### src/rtl/pipelined_control_unit.sv
// pipelined_control_unit: registered RV32I/RV32F decoder that loads the ID/EX control register,
// honours hazard-unit stall/flush, and holds EX for multi-cycle FDIV.S/FSQRT.S via a small FSM.
module pipelined_control_unit #(
  parameter bit FP_EN        = 1'b1,
  parameter int FDIV_CYCLES  = 12,
  parameter int FSQRT_CYCLES = 16
) (
  input  logic        clk,
  input  logic        rst_n,
  input  logic        id_valid,
  input  logic [31:0] instr,
  input  logic        stall_in,
  input  logic        flush,
  output logic        id_ready,
  output logic        ex_valid,
  output logic [6:0]  ex_control,
  output logic [1:0]  mem_control,
  output logic [1:0]  wb_control,
  output logic [1:0]  jump,
  output logic [3:0]  fp_control,
  output logic        fpu_busy,
  output logic        unrecognized
);

  localparam int MAX_CYCLES = (FDIV_CYCLES > FSQRT_CYCLES) ? FDIV_CYCLES : FSQRT_CYCLES;
  localparam int CNT_W      = $clog2(MAX_CYCLES);
  localparam logic [CNT_W-1:0] FDIV_LOAD  = CNT_W'(FDIV_CYCLES - 1);
  localparam logic [CNT_W-1:0] FSQRT_LOAD = CNT_W'(FSQRT_CYCLES - 1);

  localparam logic [6:0] OP_R      = 7'b0110011;
  localparam logic [6:0] OP_I      = 7'b0010011;
  localparam logic [6:0] OP_LOAD   = 7'b0000011;
  localparam logic [6:0] OP_STORE  = 7'b0100011;
  localparam logic [6:0] OP_BRANCH = 7'b1100011;
  localparam logic [6:0] OP_JAL    = 7'b1101111;
  localparam logic [6:0] OP_JALR   = 7'b1100111;
  localparam logic [6:0] OP_LUI    = 7'b0110111;
  localparam logic [6:0] OP_AUIPC  = 7'b0010111;
  localparam logic [6:0] OP_LOADFP = 7'b0000111;
  localparam logic [6:0] OP_STOREFP= 7'b0100111;
  localparam logic [6:0] OP_FP     = 7'b1010011;
  localparam logic [6:0] OP_FMADD  = 7'b1000011;
  localparam logic [6:0] OP_FMSUB  = 7'b1000111;
  localparam logic [6:0] OP_FNMSUB = 7'b1001011;
  localparam logic [6:0] OP_FNMADD = 7'b1001111;

  localparam logic [1:0] SRC1_PC = 2'b00, SRC1_ZERO = 2'b01, SRC1_RS1 = 2'b10;
  localparam logic [1:0] SRC2_RS2 = 2'b00, SRC2_IMM = 2'b01, SRC2_FOUR = 2'b10;
  localparam logic [1:0] ALU_LDST = 2'b00, ALU_BRCH = 2'b01, ALU_ARITH = 2'b10, ALU_IMM = 2'b11;

  typedef enum logic {IDLE, MULTI} state_t;

  typedef struct packed {
    logic [6:0] ex;
    logic [1:0] mem;
    logic [1:0] wb;
    logic [1:0] jmp;
    logic [3:0] fp;
  } ctrl_t;

  state_t           state, state_n;
  logic [CNT_W-1:0] cnt, cnt_n, dec_cnt;
  ctrl_t            ctrl_q, ctrl_n, dec;
  logic             ex_valid_n, unrec_n, dec_legal, dec_multi;

  logic [6:0] opcode, funct7;
  logic       unused_instr;
  assign opcode       = instr[6:0];
  assign funct7       = instr[31:25];
  assign unused_instr = ^instr[24:7];

  // NOTE: every combinational output gets a default before the case so no latch is inferred.
  always_comb begin
    dec       = '0;
    dec_legal = 1'b1;
    dec_multi = 1'b0;
    dec_cnt   = '0;
    case (opcode)
      OP_R:      begin dec.ex = {SRC1_RS1, SRC2_RS2, ALU_ARITH, 1'b0}; dec.wb = 2'b01; end
      OP_I:      begin dec.ex = {SRC1_RS1, SRC2_IMM, ALU_IMM, 1'b0};   dec.wb = 2'b01; end
      OP_LOAD:   begin dec.ex = {SRC1_RS1, SRC2_IMM, ALU_LDST, 1'b0};  dec.mem = 2'b10; dec.wb = 2'b11; end
      OP_STORE:  begin dec.ex = {SRC1_RS1, SRC2_IMM, ALU_LDST, 1'b0};  dec.mem = 2'b01; end
      OP_BRANCH: dec.ex = {SRC1_RS1, SRC2_RS2, ALU_BRCH, 1'b1};
      OP_JAL:    begin dec.ex = {SRC1_PC, SRC2_FOUR, ALU_LDST, 1'b0};  dec.wb = 2'b01; dec.jmp = 2'b10; end
      OP_JALR:   begin dec.ex = {SRC1_RS1, SRC2_FOUR, ALU_LDST, 1'b0}; dec.wb = 2'b01; dec.jmp = 2'b01; end
      OP_LUI:    begin dec.ex = {SRC1_ZERO, SRC2_IMM, ALU_LDST, 1'b0}; dec.wb = 2'b01; end
      OP_AUIPC:  begin dec.ex = {SRC1_PC, SRC2_IMM, ALU_LDST, 1'b0};   dec.wb = 2'b01; end
      OP_LOADFP: begin
        dec.ex = {SRC1_RS1, SRC2_IMM, ALU_LDST, 1'b0};
        dec.mem = 2'b10; dec.wb = 2'b10; dec.fp = 4'b1100;
        dec_legal = FP_EN;
      end
      OP_STOREFP: begin
        dec.ex = {SRC1_RS1, SRC2_IMM, ALU_LDST, 1'b0};
        dec.mem = 2'b01; dec.fp = 4'b0001;
        dec_legal = FP_EN;
      end
      OP_FP: begin
        dec.ex = {SRC1_RS1, SRC2_RS2, ALU_ARITH, 1'b0};
        dec_legal = FP_EN;
        // FMV.X.W/FCLASS, FCMP and FCVT.W produce an integer result.
        if (funct7[6:2] inside {5'b11100, 5'b10100, 5'b11000}) begin
          dec.fp = 4'b1010; dec.wb = 2'b01;
        end else begin
          dec.fp = 4'b1100;
        end
        if (funct7 == 7'b0001100) begin dec_multi = 1'b1; dec_cnt = FDIV_LOAD;  end
        if (funct7 == 7'b0101100) begin dec_multi = 1'b1; dec_cnt = FSQRT_LOAD; end
      end
      OP_FMADD, OP_FMSUB, OP_FNMSUB, OP_FNMADD: begin
        dec.ex = {SRC1_RS1, SRC2_RS2, ALU_ARITH, 1'b0};
        dec.fp = 4'b1100;
        dec_legal = FP_EN;
      end
      default: dec_legal = 1'b0;
    endcase
  end

  always_comb begin
    state_n    = state;
    cnt_n      = cnt;
    ctrl_n     = ctrl_q;
    ex_valid_n = ex_valid;
    unrec_n    = unrecognized;
    if (flush) begin
      state_n    = IDLE;
      cnt_n      = '0;
      ctrl_n     = '0;
      ex_valid_n = 1'b0;
      unrec_n    = 1'b0;
    end else begin
      // The counter runs even under stall and saturates at zero.
      if (cnt != '0) cnt_n = cnt - CNT_W'(1);
      // Leaving MULTI once the count is exhausted holds EX for exactly *_CYCLES cycles.
      if (state == MULTI && cnt == '0) state_n = IDLE;
      if (!stall_in) begin
        ctrl_n     = '0;
        ex_valid_n = 1'b0;
        unrec_n    = 1'b0;
        if (state == MULTI) begin
          if (cnt != '0) begin
            ctrl_n     = ctrl_q;
            ex_valid_n = ex_valid;
            unrec_n    = unrecognized;
          end
        end else if (id_valid) begin
          if (dec_legal) begin
            ctrl_n     = dec;
            ex_valid_n = 1'b1;
            if (dec_multi) begin
              state_n = MULTI;
              cnt_n   = dec_cnt;
            end
          end else begin
            unrec_n = 1'b1;
          end
        end
      end
    end
  end

  // NOTE: sequential state uses non-blocking assignments so all registers update together.
  always_ff @(posedge clk or negedge rst_n) begin
    if (!rst_n) begin
      state        <= IDLE;
      cnt          <= '0;
      ctrl_q       <= '0;
      ex_valid     <= 1'b0;
      unrecognized <= 1'b0;
    end else begin
      state        <= state_n;
      cnt          <= cnt_n;
      ctrl_q       <= ctrl_n;
      ex_valid     <= ex_valid_n;
      unrecognized <= unrec_n;
    end
  end

  assign ex_control  = ctrl_q.ex;
  assign mem_control = ctrl_q.mem;
  assign wb_control  = ctrl_q.wb;
  assign jump        = ctrl_q.jmp;
  assign fp_control  = ctrl_q.fp;
  assign fpu_busy    = (state == MULTI);
  assign id_ready    = rst_n && (state == IDLE) && !stall_in;

endmodule

### config.mk
export PLATFORM = sky130hd
export DESIGN_NAME = pipelined_control_unit
export DESIGN_NICKNAME = d
export VERILOG_FILES = /design/src/rtl/pipelined_control_unit.sv
export SDC_FILE = /design/constraint.sdc
export NUM_CORES = 1
export LEC_CHECK = 0
export ABC_AREA = 1
export BUFFER_PORTS_ARGS = -buffer_cell sky130_fd_sc_hd__buf_2
export CAP_MARGIN = 5
export CORE_ASPECT_RATIO = 2
export CORE_MARGIN = 4
export CORE_UTILIZATION = 48
export DETAILED_ROUTE_END_ITERATION = 10
export HOLD_SLACK_MARGIN = 0.08
export PLACE_DENSITY = 0.79
export SLEW_MARGIN = 5
export SYNTH_ARGS = -nofsm -noshare
export SYNTH_HDL_FRONTEND = slang
export SYNTH_SLANG_ARGS = --single-unit
### constraint.sdc
create_clock -name clk -period 2.15 [get_ports clk]
set_clock_uncertainty 0.15 [all_clocks]
set_input_delay 0.1075 -clock clk [delete_from_list [all_inputs] [get_ports clk]]
set_output_delay 0.1075 -clock clk [all_outputs]
set_load 0.05 [all_outputs]
Word-level counts from Yosys, hierarchy flattened
Index checks and enable logic that the tools add are counted.
{"block": "word_totals", "register_bits": 24, "inputBits": 37, "output_inout_bits": 21, "word_cells": 94}
{"block": "classes", "addsub": 1, "n_eq_ne": 23, "mux": 45, "bitwise": 1, "reduce_logical": 15}
{"cell": "17-bit two-way mux", "n": 6}
{"cell": "7-bit == test (second input constant)", "n": 8}
{"cell": "7-bit one-hot mux with 8 select lines", "n": 1}
{"cell": "4-bit two-way mux", "n": 10}
{"cell": "7-bit by 6-bit == test with 1-bit output (second input constant)", "n": 5}
{"cell": "1-bit two-way mux", "n": 23}
{"cell": "16-bit OR reduction", "n": 1}
{"cell": "5-bit == test (second input constant)", "n": 3}
{"cell": "7-bit by 5-bit == test with 1-bit output (second input constant)", "n": 2}
{"cell": "4-bit one-hot mux with 3 select lines", "n": 1}
{"cell": "6-bit OR reduction", "n": 2}
{"cell": "2-bit one-hot mux with 2 select lines", "n": 2}
{"cell": "2-bit one-hot mux with 4 select lines", "n": 1}
{"cell": "7-bit by 2-bit == test with 1-bit output (second input constant)", "n": 1}
{"cell": "7-bit by 3-bit == test with 1-bit output (second input constant)", "n": 1}
{"cell": "7-bit by 4-bit == test with 1-bit output (second input constant)", "n": 1}
{"cell": "5-bit OR reduction", "n": 1}
{"cell": "4-bit zero test", "n": 1}
{"cell": "4-bit nonzero test", "n": 1}
{"cell": "2-bit OR reduction", "n": 2}
{"cell": "4-bit OR reduction", "n": 1}
{"cell": "4-bit by 1-bit subtractor with 4-bit output (second input constant)", "n": 1}
{"cell": "1-bit logical AND", "n": 3}
{"cell": "3-bit two-way mux", "n": 1}
{"cell": "other kinds (6)", "n": 6}

Longest topological paths before layout
{"block": "logic_depth", "word_depth": 10, "mapped_depth": 10, "ltp_nobuf": 9}

Worst setup path before layout
OpenSTA, ideal clock, no wires.
{"block": "synth_path", "path_type": "register to register", "from": "register cnt[0]", "to": "register ctrl_q (netlist bit ex_control[0])", "setup_time_ns": 0.120, "arrival_ns": 1.466, "required_time_ns": 1.880, "slack_ns": 0.414, "stages_incl_launch_ff": 11, "n_path_buf": 1, "period_less_slack_ns": 1.736, "cell_sequence": "dfrtp_1 > inv_1 > ha_1 > nand2_1 > nor2_2 > nor2_1 > o21ai_0 > inv_2 > buf_2 > nand2_1 > o21ai_2"}
{"block": "synth_via", "elab_chain_cells": 3}
{"item": "start: declaration", "line_no": "62", "text": "logic [CNT_W-1:0] cnt, cnt_n, dec_cnt;"}
{"item": "start signal: assignment", "line_no": "172", "text": "cnt <= cnt_n;"}
{"item": "4-bit nonzero test", "line_no": "141", "text": "if (cnt != '0) begin"}
{"item": "3-bit != test (no line)"}
{"item": "2-bit AND reduction (no line)"}
{"item": "end signal: assignment", "line_no": "173", "text": "ctrl_q <= ctrl_n;"}
{"item": "end: declaration", "line_no": "63", "text": "ctrl_t ctrl_q, ctrl_n, dec;"}
No other way between the ends.
A chain may end at the register's enable or synchronous reset.

Worst setup path in the final report
{"block": "layout_path", "from": "input port instr[3]", "to": "register cnt[2]"}
{"block": "layout_via", "elab_chain_cells": 8, "word_cells_on_any_way": 26, "classes_between": "16 x eq/ne; 9 x mux; 1 x reduce/logical"}
{"item": "start: declaration", "line_no": "11", "text": "input logic [31:0] instr,"}
{"item": "7-bit == test, or another cell as far along", "line_no": "78", "text": "case (opcode)"}
{"item": "16-bit OR reduction (no line), or another cell as far along"}
{"item": "1-bit two-way mux or 4-bit two-way mux (tied branches)", "line_no": "78, 150"}
{"item": "4-bit two-way mux (*)", "line_no": "147", "text": "if (dec_legal) begin"}
{"item": "4-bit two-way mux (*)", "line_no": "146", "text": "end else if (id_valid) begin"}
{"item": "4-bit two-way mux (*)", "line_no": "140", "text": "if (state == MULTI) begin"}
{"item": "4-bit two-way mux (*)", "line_no": "136", "text": "if (!stall_in) begin"}
{"item": "4-bit two-way mux (*)", "line_no": "125", "text": "if (flush) begin"}
{"item": "via cnt_n[2]", "line_no": "62"}
The timed path passes the listed nets; every way through them passes the cells marked *.

==> impl_metrics.csv <==
group,metric,value,unit
run_status,outcome,"completed",
critical_path,critical_path_class,"primary input to flop",
place,post-place-ws,0.362,ns
die,die_area,3980,sq um
critical_path,timing.critical_path.fanout_max,5,
cells_and_area,num-nets-final,266,
critical_path,critPathSlowestCell,"dlygate4sd3_1",
sta,finalSetupTns,0,ns
global_route,global_route.usage.total,0.184,
logic_synthesis,synth-seq-cells,24,
logic_synthesis,async_reset_ff_frac,1.00,
logic_synthesis,synth_common_cells,"nand2_1 (47), dfrtp_1 (24), nor2_1 (19)",
sta,fin_crit_sh,0.955,
global_route,first_global_vias,1334,
die,fp.dieW,46.6,um
run,drv.max_cap_violation_count,0,
global_route,grt_max_degree,25,
critical_path,cp-end-kind,"flop",
clock_tree,clk-insertion-delay-late,0.27,ns
hold_path,hold_path_end,"fp_control[0]",
place,port-buffer-count,39,
clock_tree,cts.root.buffer_cell,"clkbuf_8",
routing,detailroute.via_count,1310,
critical_path,r2r.worst_path.cells,7,
logic_synthesis,yosysMostFrequentCell,"nand2_1",
clock_tree,cts_htree_levels,1,
die,core,2800,sq um
place,hpwlAfterDp,2.57,mm
sta,slew_viol_final,0,
logic_synthesis,synthDistinctLibCells,30,
critical_path,critical_path.cell_chain,"dlygate4sd3_1 > buf_2 > inv_2 > nand2_2 > nor2_4 > nand2_2 > inv_2 > nand2_1 > a21oi_1 > dlygate4sd3_1 > nor2_1",
routing,drtPass1Iterations,4,
clock_tree,clk_pin_slew,0.08,ns
clock_tree,clock_path_buffers,2,
critical_path,r2r_end,"cnt[2]",
clock_tree,cts_inserted_buffers,3,
power,fin_total_pwr,1.14,mW
cells_and_area,finish.utilization,0.633,
global_route,initial_antenna_violation_count,0,
global_route,wire_length_of_the_first_global_routing_pass,5.45,mm
cells_and_area,antenna-diode-count,0,
routing,detail-route-antenna-nets,0,
logic_synthesis,postSynthAreaPerCell,8.00,sq um
sta,postLayoutSetupSlackWorst,0.0966,ns
hold_path,hold_path_startpoint,"instr[6]",
cells_and_area,drive_gt1_frac,0.366,
logic_synthesis,yosys_most_used_dff,"dfrtp_1",
routing,routedWlPerCell,12.7,um
logic_synthesis,synth_top_cells_by_area,"dfrtp_1 (42%), nand2_1 (12%), o21ai_2 (5.5%)",
critical_path,r2r-start,"fpu_busy",
sta,time_the_final_worst_path_needs_with_i_o_delays_and_setup,2.05,ns
logic_synthesis,syn_nets,217,
critical_path,worstPathArrival,2.07,ns
critical_path,r2r_slack,0.21,ns
routing,first_iter_violations,16,
routing,route.final.wire_length,3.25,mm
place,place_congestion,0.948,
hold_path,min_delay_path_depth,4,
sta,timing.final.setup_violations,0,
power,p_leak,1.01,nW
logic_synthesis,netlist_area,1430,sq um
clock_tree,clkSinkCount,24,
die,core.rowCount,27,
critical_path,cp.required,2.17,ns
sta,max_slew_margin,0.737,
logic_synthesis,edff_count_synth,0,
logic_synthesis,synth_sequential_area_ratio,0.419,
die,chipHeight,85.3,um
die,starting_utilization_of_the_core_area,0.511,
hold_path,worst_hold_class,"primary input to flop",
logic_synthesis,yosys.area.top_type,"dfrtp_1",
logic_synthesis,synth_top_cell_area_share,0.419,
sta,timing.fmax,487,MHz
cells_and_area,layout-area-overhead-vs-synth,23.8,%
sta,finalHoldViolCount,0,
critical_path,crit_path_max_incr_delay,0.56,ns
power,vdd_ir_drop_max,0.298,mV
sta,worst-slew-pin-transition,0.394,ns
power,power_density_normalized_to_cell_area,645,nW/um^2
logic_synthesis,post_synth_inst_count,179,
logic_synthesis,yosysWarningCount,0,
clock_tree,tritoncts_clock_tree,"yes",
global_route,grt-ovfl-total,0,
critical_path,timing.critical_path.from_type,"primary input",
routing,avgViaCountPerCell,5.12,
clock_tree,post_cts_buffers,0,
die,io_count,58,
routing,detail_route.drc_violations,0,
[layout make-up]
class	count	area, sq um
Timing Repair Buffer	46	260
Sequential cell	24	601
Multi-Input combinational cell	134	751
Tap cell	29	36.3
Clock buffer	4	55.1
Inverter	19	71.3
Fill cell	270	1030
[power by group]
part	switching [mW]	leakage (nW)	internal, mW	total, mW
sequential	0.0271	0.331	0.486	0.513
clock	0.135	0.0288	0.163	0.299
combinational	0.181	0.652	0.151	0.332
[critical path: cells and delay by family]
kind	cells	cell delay, ns
AND/OR/NAND/NOR	5	0.45
AO/OA/AOI/OAI	1	0.13
buffers and inverters	5	1.37
[sequential cells by signal (all words and copies together), names as in the netlist]
name and flops:
cnt 4, wb_control 2, ex_control 7, fpu_busy 1, ex_valid 1, unrecognized 1, mem_control 2, jump 2
fp_control 4
[worst max path at each step]
stage,from,end,cells after the start
2_1_floorplan,cnt[0],ex_control[0],10
3_3_place_gp,cnt[0],ex_control[4],8
3_5_place_dp,cnt[0],ex_control[4],8
4_1_cts,instr[3],cnt[2],11
5_1_grt,instr[3],cnt[2],11
6_report,instr[3],cnt[2],11
[stage by stage]
step | area, sq um | instances | hold WS [ns]
CTS | 1760 | 256 | 0.0820
floorplan | 1430 | 179 | -0.338
global placement | 1660 | 247 | -0.0300
global route | 1770 | 256 | 0.0974
detailed placement | 1660 | 247 | -0.0308
finish | 1770 | 256 | 0.0827
[layout by cell type (no fill, tap or decap)]
cell type	netlist	layout
nand3_2	1	1
xor2_1	1	1
nor3_1	2	2
inv_1	14	13
nor2_2	5	4
dfrtp_1	24	24
o21ai_0	8	8
o211a_1	1	1
nor3_2	1	1
a22o_1	1	1
dlygate4sd3_1	0	5
clkbuf_8	0	4
o21ai_2	9	9
nor2_1	19	19
ha_1	1	1
nand2_2	5	7
mux2_2	1	1
buf_4	0	2
or2_2	1	1
o21ai_1	1	1
buf_2	1	39
nor3_4	1	1
nor2_4	3	4
inv_2	5	6
nand4_1	3	3
nand3_4	1	1
nand2_1	47	45
a21oi_1	3	3
xnor2_1	2	2
o31ai_1	1	1
nand2_4	2	2
nand3_1	14	14
[routing by layer]
layer	share of wire	GRT usage
met2	0.56	0.340
met4	0.034	0.101
met3	0.048	0.0234
met1	0.36	0.179
met5	0	0
[cells by family (layout without fill, tap and decap cells)]
kind of cell    Yosys count  after routing  share of synthesized area
xor+xnor                  3              3                     0.0183
fa+ha+maj                 1              1                    0.00873
buf+inv                  21             69                     0.0638
simple gates            105            105                      0.367
flops                    24             24                      0.419
mux                       1              1                    0.00786
compound gates           24             24                      0.115
[repair_timing]
action	CTS	global route
endpoints found under the setup margin	0	1
endpoints found under the hold margin	29	0
gates resized for setup	0	4
hold buffers	5	0
(Power assumes the default switching activity.)
